**config.mk**
```make
export PLATFORM = sky130hd
export DESIGN_NAME = hamming74_serial_tx
export DESIGN_NICKNAME = d
export VERILOG_FILES = /design/src/rtl/hamming74_defs_pkg.sv /design/src/rtl/hamming74_encode.sv /design/src/rtl/hamming74_serial_tx.sv
export SDC_FILE = /design/constraint.sdc
export NUM_CORES = 1
export LEC_CHECK = 0
export CAP_MARGIN = 20
export CORE_MARGIN = 5
export CORE_UTILIZATION = 35
export CTS_BUF_LIST = sky130_fd_sc_hd__clkbuf_2
export CTS_CLUSTER_DIAMETER = 50
export DETAILED_ROUTE_END_ITERATION = 10
export HOLD_SLACK_MARGIN = 0.15
export SKIP_LAST_GASP = 1
export SYNTH_ARGS = -nofsm -noshare
export SYNTH_HDL_FRONTEND = slang
export SYNTH_SLANG_ARGS = --single-unit
```
**constraint.sdc**
```tcl
create_clock -name clk -period 1.4 [get_ports clk]
set_input_delay 0.14 -clock clk [delete_from_list [all_inputs] [get_ports clk]]
set_output_delay 0.14 -clock clk [all_outputs]
set_load 0.02 [all_outputs]
```
**src/rtl/hamming74_defs_pkg.sv**
```systemverilog
// Shared Hamming(7,4) definitions: widths, FSM encodings, encoder and syndrome.
// Codewords are [0:6] vectors so that index k holds c_k.
package hamming74_defs;

  localparam int DATA_W = 4;
  localparam int CW_W   = 7;

  typedef logic [0:CW_W-1] cw_t;

  typedef enum logic {
    ST_IDLE  = 1'b0,
    ST_SHIFT = 1'b1
  } state_t;

  function automatic cw_t encode(input logic [DATA_W-1:0] d);
    cw_t c;
    c[0] = d[0] ^ d[2] ^ d[3];
    c[1] = d[0] ^ d[1] ^ d[3];
    c[2] = d[3];
    c[3] = d[0] ^ d[1] ^ d[2];
    c[4] = d[2];
    c[5] = d[1];
    c[6] = d[0];
    return c;
  endfunction

  // Nonzero result is the 1-based position of a single flipped bit.
  function automatic logic [2:0] syndrome(input cw_t c);
    return {c[6] ^ c[5] ^ c[4] ^ c[3],
            c[6] ^ c[5] ^ c[2] ^ c[1],
            c[6] ^ c[4] ^ c[2] ^ c[0]};
  endfunction

endpackage

```
**src/rtl/hamming74_encode.sv**
```systemverilog
// Combinational 4->7 Hamming encoder with optional single-bit error injection.
// inject = k (1..7) flips codeword bit c[k-1]; 0 leaves the codeword clean.
module hamming74_encode
  import hamming74_defs::*;
(
  input  logic [DATA_W-1:0] i_din,
  input  logic [2:0]        i_inject_err,
  output cw_t               o_code
);

  cw_t w_mask;

  always_comb begin
    w_mask = '0;
    for (int k = 1; k <= CW_W; k++) begin
      w_mask[k-1] = (i_inject_err == 3'(k));
    end
  end

  assign o_code = encode(i_din) ^ w_mask;

endmodule

```
**src/rtl/hamming74_serial_tx.sv**
```systemverilog
// Hamming(7,4) serial transmitter: one-entry hold buffer in front of a 7-bit
// shift register, c0 first, each bit held CLKS_PER_BIT cycles; idle line is 1.
module hamming74_serial_tx
  import hamming74_defs::*;
#(
  parameter int CLKS_PER_BIT = 4
) (
  input  logic              clk,
  input  logic              rst_n,
  input  logic [DATA_W-1:0] i_din,
  input  logic              i_din_valid,
  output logic              o_din_ready,
  input  logic [2:0]        i_inject_err,
  output cw_t               o_code_par,
  output logic              o_tx_bit,
  output logic              o_tx_active,
  output logic              o_tx_first,
  output logic              o_tx_last,
  output logic              o_frame_done
);

  localparam int              CNT_W    = (CLKS_PER_BIT > 1) ? $clog2(CLKS_PER_BIT) : 1;
  localparam logic [CNT_W-1:0] CNT_TC  = CNT_W'(CLKS_PER_BIT - 1);
  localparam logic [2:0]      IDX_LAST = 3'(CW_W - 1);

  state_t             r_state;
  state_t             w_state_nxt;
  cw_t                r_hold;
  logic               r_hold_valid;
  cw_t                r_shift;
  cw_t                r_code_par;
  logic [CNT_W-1:0]   r_cnt;
  logic [2:0]         r_idx;
  logic               r_din_ready;

  cw_t                w_code;
  logic               w_accept;
  logic               w_tc;
  logic               w_end;
  logic               w_load;
  logic               w_hold_valid_nxt;

  hamming74_encode u_encode (
    .i_din        (i_din),
    .i_inject_err (i_inject_err),
    .o_code       (w_code)
  );

  assign w_accept = i_din_valid & r_din_ready;
  assign w_tc     = (r_state == ST_SHIFT) && (r_cnt == CNT_TC);
  assign w_end    = w_tc && (r_idx == IDX_LAST);
  assign w_load   = r_hold_valid && ((r_state == ST_IDLE) || w_end);

  // Accept and load never coincide: accept needs an empty hold, load a full one.
  assign w_hold_valid_nxt = w_accept | (r_hold_valid & ~w_load);

  always_ff @(posedge clk or negedge rst_n) begin
    if (!rst_n) begin
      r_state <= ST_IDLE;
    end else begin
      r_state <= w_state_nxt;
    end
  end

  always_comb begin
    w_state_nxt = r_state;
    case (r_state)
      ST_IDLE:  if (r_hold_valid)           w_state_nxt = ST_SHIFT;
      ST_SHIFT: if (w_end && !r_hold_valid) w_state_nxt = ST_IDLE;
      default:                              w_state_nxt = ST_IDLE;
    endcase
  end

  always_comb begin
    o_tx_bit     = 1'b1;
    o_tx_active  = 1'b0;
    o_tx_first   = 1'b0;
    o_tx_last    = 1'b0;
    o_frame_done = 1'b0;
    if (r_state == ST_SHIFT) begin
      o_tx_bit     = r_shift[0];
      o_tx_active  = 1'b1;
      o_tx_first   = (r_idx == 3'd0);
      o_tx_last    = (r_idx == IDX_LAST);
      o_frame_done = w_end;
    end
  end

  always_ff @(posedge clk or negedge rst_n) begin
    if (!rst_n) begin
      r_hold       <= '0;
      r_hold_valid <= 1'b0;
      r_din_ready  <= 1'b0;
      r_shift      <= '0;
      r_code_par   <= '0;
      r_cnt        <= '0;
      r_idx        <= '0;
    end else begin
      r_hold_valid <= w_hold_valid_nxt;
      r_din_ready  <= ~w_hold_valid_nxt;
      if (w_accept) begin
        r_hold <= w_code;
      end
      if (w_load) begin
        r_shift    <= r_hold;
        r_code_par <= r_hold;
        r_cnt      <= '0;
        r_idx      <= '0;
      end else if (r_state == ST_SHIFT) begin
        if (w_tc) begin
          r_cnt   <= '0;
          r_shift <= {r_shift[1:CW_W-1], 1'b0};
          r_idx   <= w_end ? 3'd0 : r_idx + 3'd1;
        end else begin
          r_cnt <= r_cnt + CNT_W'(1);
        end
      end
    end
  end

  assign o_din_ready = r_din_ready;
  assign o_code_par  = r_code_par;

endmodule
```
Yosys cells after proc, flatten, opt, wreduce, memory -nomap -nowiden
Index checks and enable logic that the tools add are counted.
{"block": "word_totals", "regBits": 29, "input_bits": 10, "output_inout_bits": 13, "word_cells": 59}
{"block": "op_classes", "n_addsub": 2, "n_eq_ne": 9, "n_mux": 18, "bitwise_logic": 12, "reduce_logical": 10}
{"cell": "7-bit 2-to-1 mux", "n": 3}
{"cell": "3-bit == test (second input constant)", "n": 5}
{"cell": "3-bit 2-to-1 mux", "n": 4}
{"cell": "1-bit 2-to-1 mux", "n": 7}
{"cell": "7-bit XOR", "n": 1}
{"cell": "3-bit by 2-bit == test with 1-bit output (second input constant)", "n": 2}
{"cell": "2-bit 2-to-1 mux", "n": 3}
{"cell": "1-bit XOR", "n": 5}
{"cell": "1-bit logical AND", "n": 4}
{"cell": "2-bit nonzero test", "n": 2}
{"cell": "3-bit by 1-bit adder with 3-bit output (second input constant)", "n": 1}
{"cell": "3-bit by 1-bit == test with 1-bit output (second input constant)", "n": 1}
{"cell": "3-bit logical NOT", "n": 1}
{"cell": "1-bit NOT", "n": 3}
{"cell": "2-bit by 1-bit adder with 2-bit output (second input constant)", "n": 1}
{"cell": "1-bit AND", "n": 2}
{"cell": "2-bit == test (second input constant)", "n": 1}
{"cell": "1-bit case mux with 2 select lines", "n": 1}
{"cell": "2-bit AND reduction", "n": 1}
{"cell": "1-bit logical NOT", "n": 1}
{"cell": "1-bit logical OR", "n": 1}
{"cell": "1-bit bitwise OR", "n": 1}

Longest topological paths before layout
{"block": "depth", "ltp_word": 9, "ltp_mapped": 5, "ltp_nobuf": 5}

Cells and area by module
A second synthesis with hierarchy kept.
{"block": "unflattened", "cells_unflattened": 134, "hier_area_um2": 1575.3}
{"module": "hamming74_serial_tx", "instances": 1, "cells_each": 117, "area_per_inst_um2": 1396.3, "seq_area_each_um2": 725.7}
{"module": "hamming74_encode", "instances": 1, "cells_each": 17, "area_per_inst_um2": 178.9, "seq_area_each_um2": 0.0}

Least setup slack after synthesis
Ideal clock, no wire load.
{"block": "synth_path", "kind": "reg-to-reg", "startpoint": "register r_idx[0]", "endpoint": "register r_code_par[0], in the netlist o_code_par[0]", "setup_ns": 0.125, "t_arrival_ns": 1.470, "required_time_ns": 1.275, "path_slack_ns": -0.195, "path_stages_with_launch": 6, "path_buffers": 0, "period_less_slack_ns": 1.595, "path_cell_list": "dfrtp_1 inv_1 ha_1 nand3_2 a21boi_4 mux2_2"}
{"block": "synth_between", "elab_chain_cells": 4}
{"element": "from (decl)", "line": "hamming74_serial_tx.sv:33", "rtl": "logic [2:0] r_idx;"}
{"element": "from (signal assigned)", "line": "hamming74_serial_tx.sv:113", "rtl": "r_idx <= w_end ? 3'd0 : r_idx + 3'd1;"}
{"element": "3-bit == test", "line": "hamming74_serial_tx.sv:51", "rtl": "assign w_end = w_tc && (r_idx == IDX_LAST);"}
{"element": "1-bit logical AND", "line": "hamming74_serial_tx.sv:51"}
{"element": "1-bit logical OR", "line": "hamming74_serial_tx.sv:52", "rtl": "assign w_load = r_hold_valid && ((r_state == ST_IDLE) || w_end);"}
{"element": "1-bit logical AND", "line": "hamming74_serial_tx.sv:52"}
{"element": "to (signal assigned)", "line": "hamming74_serial_tx.sv:106", "rtl": "r_code_par <= r_hold;"}
{"element": "to (decl)", "line": "hamming74_serial_tx.sv:31", "rtl": "cw_t r_code_par;"}
No other way between the ends.
A chain may end at the register's enable or synchronous reset.

Worst setup path after layout
{"block": "layout_path", "startpoint": "register r_idx[0]", "endpoint": "output port o_frame_done"}
{"block": "layout_between", "elab_chain_cells": 3}
{"element": "3-bit == test", "line": "hamming74_serial_tx.sv:51"}
{"element": "1-bit logical AND", "line": "hamming74_serial_tx.sv:51"}
{"element": "1-bit 2-to-1 mux", "line": "hamming74_serial_tx.sv:80", "rtl": "if (r_state == ST_SHIFT) begin"}
{"element": "to (decl)", "line": "hamming74_serial_tx.sv:19", "rtl": "output logic o_frame_done"}
No other way between the ends.

==> key figures <==
Outcome
  • Status: finished, violations left
  • Failing checks: setup timing

Yosys
  • Number of synthesized flops with an enable pin: 0
  • Syn. warnings: 0
  • Synth cell types: 34
  • Commonest cells post-synth: dfrtp_1 (29), mux2_2 (14), nand2_1 (14)
  • Synth Register Bits: 29
  • Top-area cell type share of the netlist area: 0.461
  • Sequential-to-total area share from yosys stat: 0.461
  • Synthesized area per cell: 10.7 sq um
  • Synthesized area: 0.00157 sq mm
  • Synth Instances: 147
  • Synth area leaders: dfrtp_1 (46%), mux2_2 (10%), xnor3_1 (4.3%)
  • Synth async-reset ratio: 1.00
  • Synth area leader: dfrtp_1
  • Post-Syn Nets: 161
  • Top-count cell post-synth: dfrtp_1
  • Ys flop type: dfrtp_1

Place
  • Detailed Place HPWL: 2.60 mm
  • Gp weighted congestion: 0.741
  • Port Buffers: 22

Cells and area
  • Antenna Diode Count: 0
  • NumNets Final: 215
  • Area Overhead vs Synth: 41.7%
  • Layout cells sized above 1: 0.351
  • # fillers: 400

Clocking
  • Clk Latency, worst-skew pair: 0.35 ns
  • Clock sink total: 29
  • CTS Buffer Depth: 2
  • TritonCTS clock tree: built
  • CTS buffer count: 5
  • Root Buffer Master: clkbuf_2
  • Clock-pin slew on the worst setup and hold paths: 0.15 ns
  • H-tree depth: 2

Power
  • Peak VDD IR: 0.000534 V
  • Design Power: 0.00388 W
  • P_leak: 1.07 nW
  • Power Density: 1740 mW/mm^2

STA
  • Final Hold Fails: 0
  • Final worst slack: -0.0889 ns
  • Slew Limit Fails: 0
  • RSZ-0062 raised after global routing: yes
  • Final setup skew: 0.0129 ns
  • Final setup vio count: 13
  • Sum of negative setup slack: -0.713 ns
  • Tcrit/Tclk final: 1.06
  • Fmax: 672 MHz
  • Rel. slew slack: 0.726
  • WHS: 0.524 ns
  • Minimum clock period: 1.49 ns
  • Measured slew at the worst slew-check pin: 0.411 ns

Global route
  • Vias in the first global route: 1311
  • GRT Total Usage: 0.126
  • Pin count of the biggest net entering global routing: 30
  • First-pass GRT wire length: 6.03 mm
  • Global route overflow: 0
  • Initial antenna violation count: 0

Floorplan
  • Die Area: 0.00594 sq mm
  • Initial Util: 0.361
  • Core ar.: 0.00435 sq mm
  • Num rows: 24
  • I/O pin total: 23
  • Die Y-Extent: 77.1 microns
  • Die width: 77.1 microns

Worst setup path
  • CP cell instances: inv_2 > ha_4 > nand2_1 > nor2_1 > buf_4
  • CP max FO: 4
  • Critical Path RT: 1.26 ns
  • Critical path class: flip-flop to output pin
  • Max incr delay on CP: 0.42 ns
  • Worst EP arrival: 1.35 ns
  • CP Capture Type: output pin
  • Slowest CP cell: dfrtp_1
  • Startpoint Class: flip-flop

Drt
  • DR vias: 1289
  • Avg WL per Cell: 14.1 microns
  • Number of remaining DRC errors: 0
  • TritonRoute pass-1 iters: 4
  • Starting DRT DRC Count: 27
  • Via density: 5.07
  • Total wire length: 3.59 mm
  • Antenna-violating nets left: 0

Flow run
  • Max-Cap Viols: 0

Worst hold path
  • Min-Delay Path Class: flip-flop to flip-flop
## final cells by class
type	count	area, sq um	area share
clock inverter	2	33.8	0.0151
tap	52	65.1	0.0292
clock buffer	6	30.0	0.0135
timing repair buffer	54	465	0.209
sequential	29	727	0.326
inverter	9	33.8	0.0151
multi-input combinational	102	876	0.393
## layout by cell type, fill, tap and decap left out, types with 2 or more instances in the layout
| cell type | netlist | routed |
|---|---|---|
| dlygate4sd2_1 | 0 | 8 |
| xor2_1 | 7 | 7 |
| nand3_1 | 3 | 2 |
| nand3b_1 | 3 | 3 |
| clkdlybuf4s50_1 | 0 | 9 |
| buf_4 | 1 | 30 |
| mux2_2 | 14 | 7 |
| o21ai_0 | 10 | 10 |
| dfrtp_1 | 29 | 28 |
| nor3b_1 | 3 | 3 |
| ha_1 | 4 | 2 |
| nand2b_1 | 4 | 3 |
| buf_6 | 0 | 4 |
| clkbuf_2 | 1 | 6 |
| mux2_4 | 0 | 7 |
| nor2_1 | 9 | 8 |
| mux2i_1 | 2 | 2 |
| inv_1 | 9 | 8 |
| a211oi_1 | 6 | 5 |
| o22ai_1 | 6 | 6 |
| xnor3_1 | 3 | 3 |
| nand2_1 | 14 | 14 |
## worst max-delay path: cells and delay by family (launching register included)
kind                       cells  cell delay (ns)
DFF                            1             0.42
buffers and inverters          2             0.24
and+or+nand+nor                2             0.18
adders and majority gates      1             0.16
## cell families after synthesis
logic type / synth area share
AOI/OAI and AO/OA: 0.132
and+or+nand+nor: 0.137
buffers and inverters: 0.0437
adders and majority gates: 0.0318
DFF: 0.461
muxes: 0.113
xor gates and xnor gates: 0.0819
## sequential cells by signal, summed over array words and instances, names as in the netlist
signal and flops:
o_din_ready 1, o_code_par 7, r_hold 7, r_shift 7, r_hold_valid 1, r_state 1
r_cnt 2, r_idx 3
## metal layers
| metal | part of all wire | GRT usage |
|---|---|---|
| met1 | 0.41 | 0.146 |
| met2 | 0.53 | 0.219 |
| met3 | 0.044 | 0.0340 |
| met4 | 0.019 | 0.0464 |
| met5 | 0 | 0 |
## report_power, final
part,switching [W],leakage (nW),internal (W)
sequential,0.000314,0.349,0.00119
combinational,0.000833,0.680,0.000942
clock,0.000293,0.0406,0.000305
total,0.00144,1.07,0.00244
## final timing paths
check	cells past startpoint	slack (ns)	start	to
max	5	-0.09	r_idx[0]	o_frame_done
min reg2reg	1	0.52	o_code_par[5]	o_code_par[5]
max in group asynchronous	3	0.44	rst_n	r_hold_valid
max reg2reg	6	-0.07	r_cnt[1]	o_code_par[4]
min	1	0.52	o_code_par[5]	o_code_par[5]
min in group asynchronous	3	0.69	rst_n	o_code_par[0]
## per-stage QoR
stage / worst slack, ns / area [sq um] / instances / utilization
global placement: -0.148 / 2030 / 239 / 0.467
finish: -0.0889 / 2230 / 254 / 0.512
global route: -0.187 / 2230 / 254 / 0.512
CTS: -0.113 / 2200 / 252 / 0.505
floorplan: -0.0525 / 1600 / 147 / -
detailed placement: -0.162 / 2030 / 239 / 0.467
## what timing repair did
| action | 4_1_cts | 5_1_grt |
|---|---|---|
| resized for setup | 47 | 6 |
| setup buffers | 4 | 2 |
| pin swaps | 3 | 3 |
| endpoints found under the hold margin | 18 | 0 |
| endpoints found under the setup margin | 27 | 21 |
| hold buffers | 1 | 0 |
No activity file was read; power rests on OpenSTA's default activity.
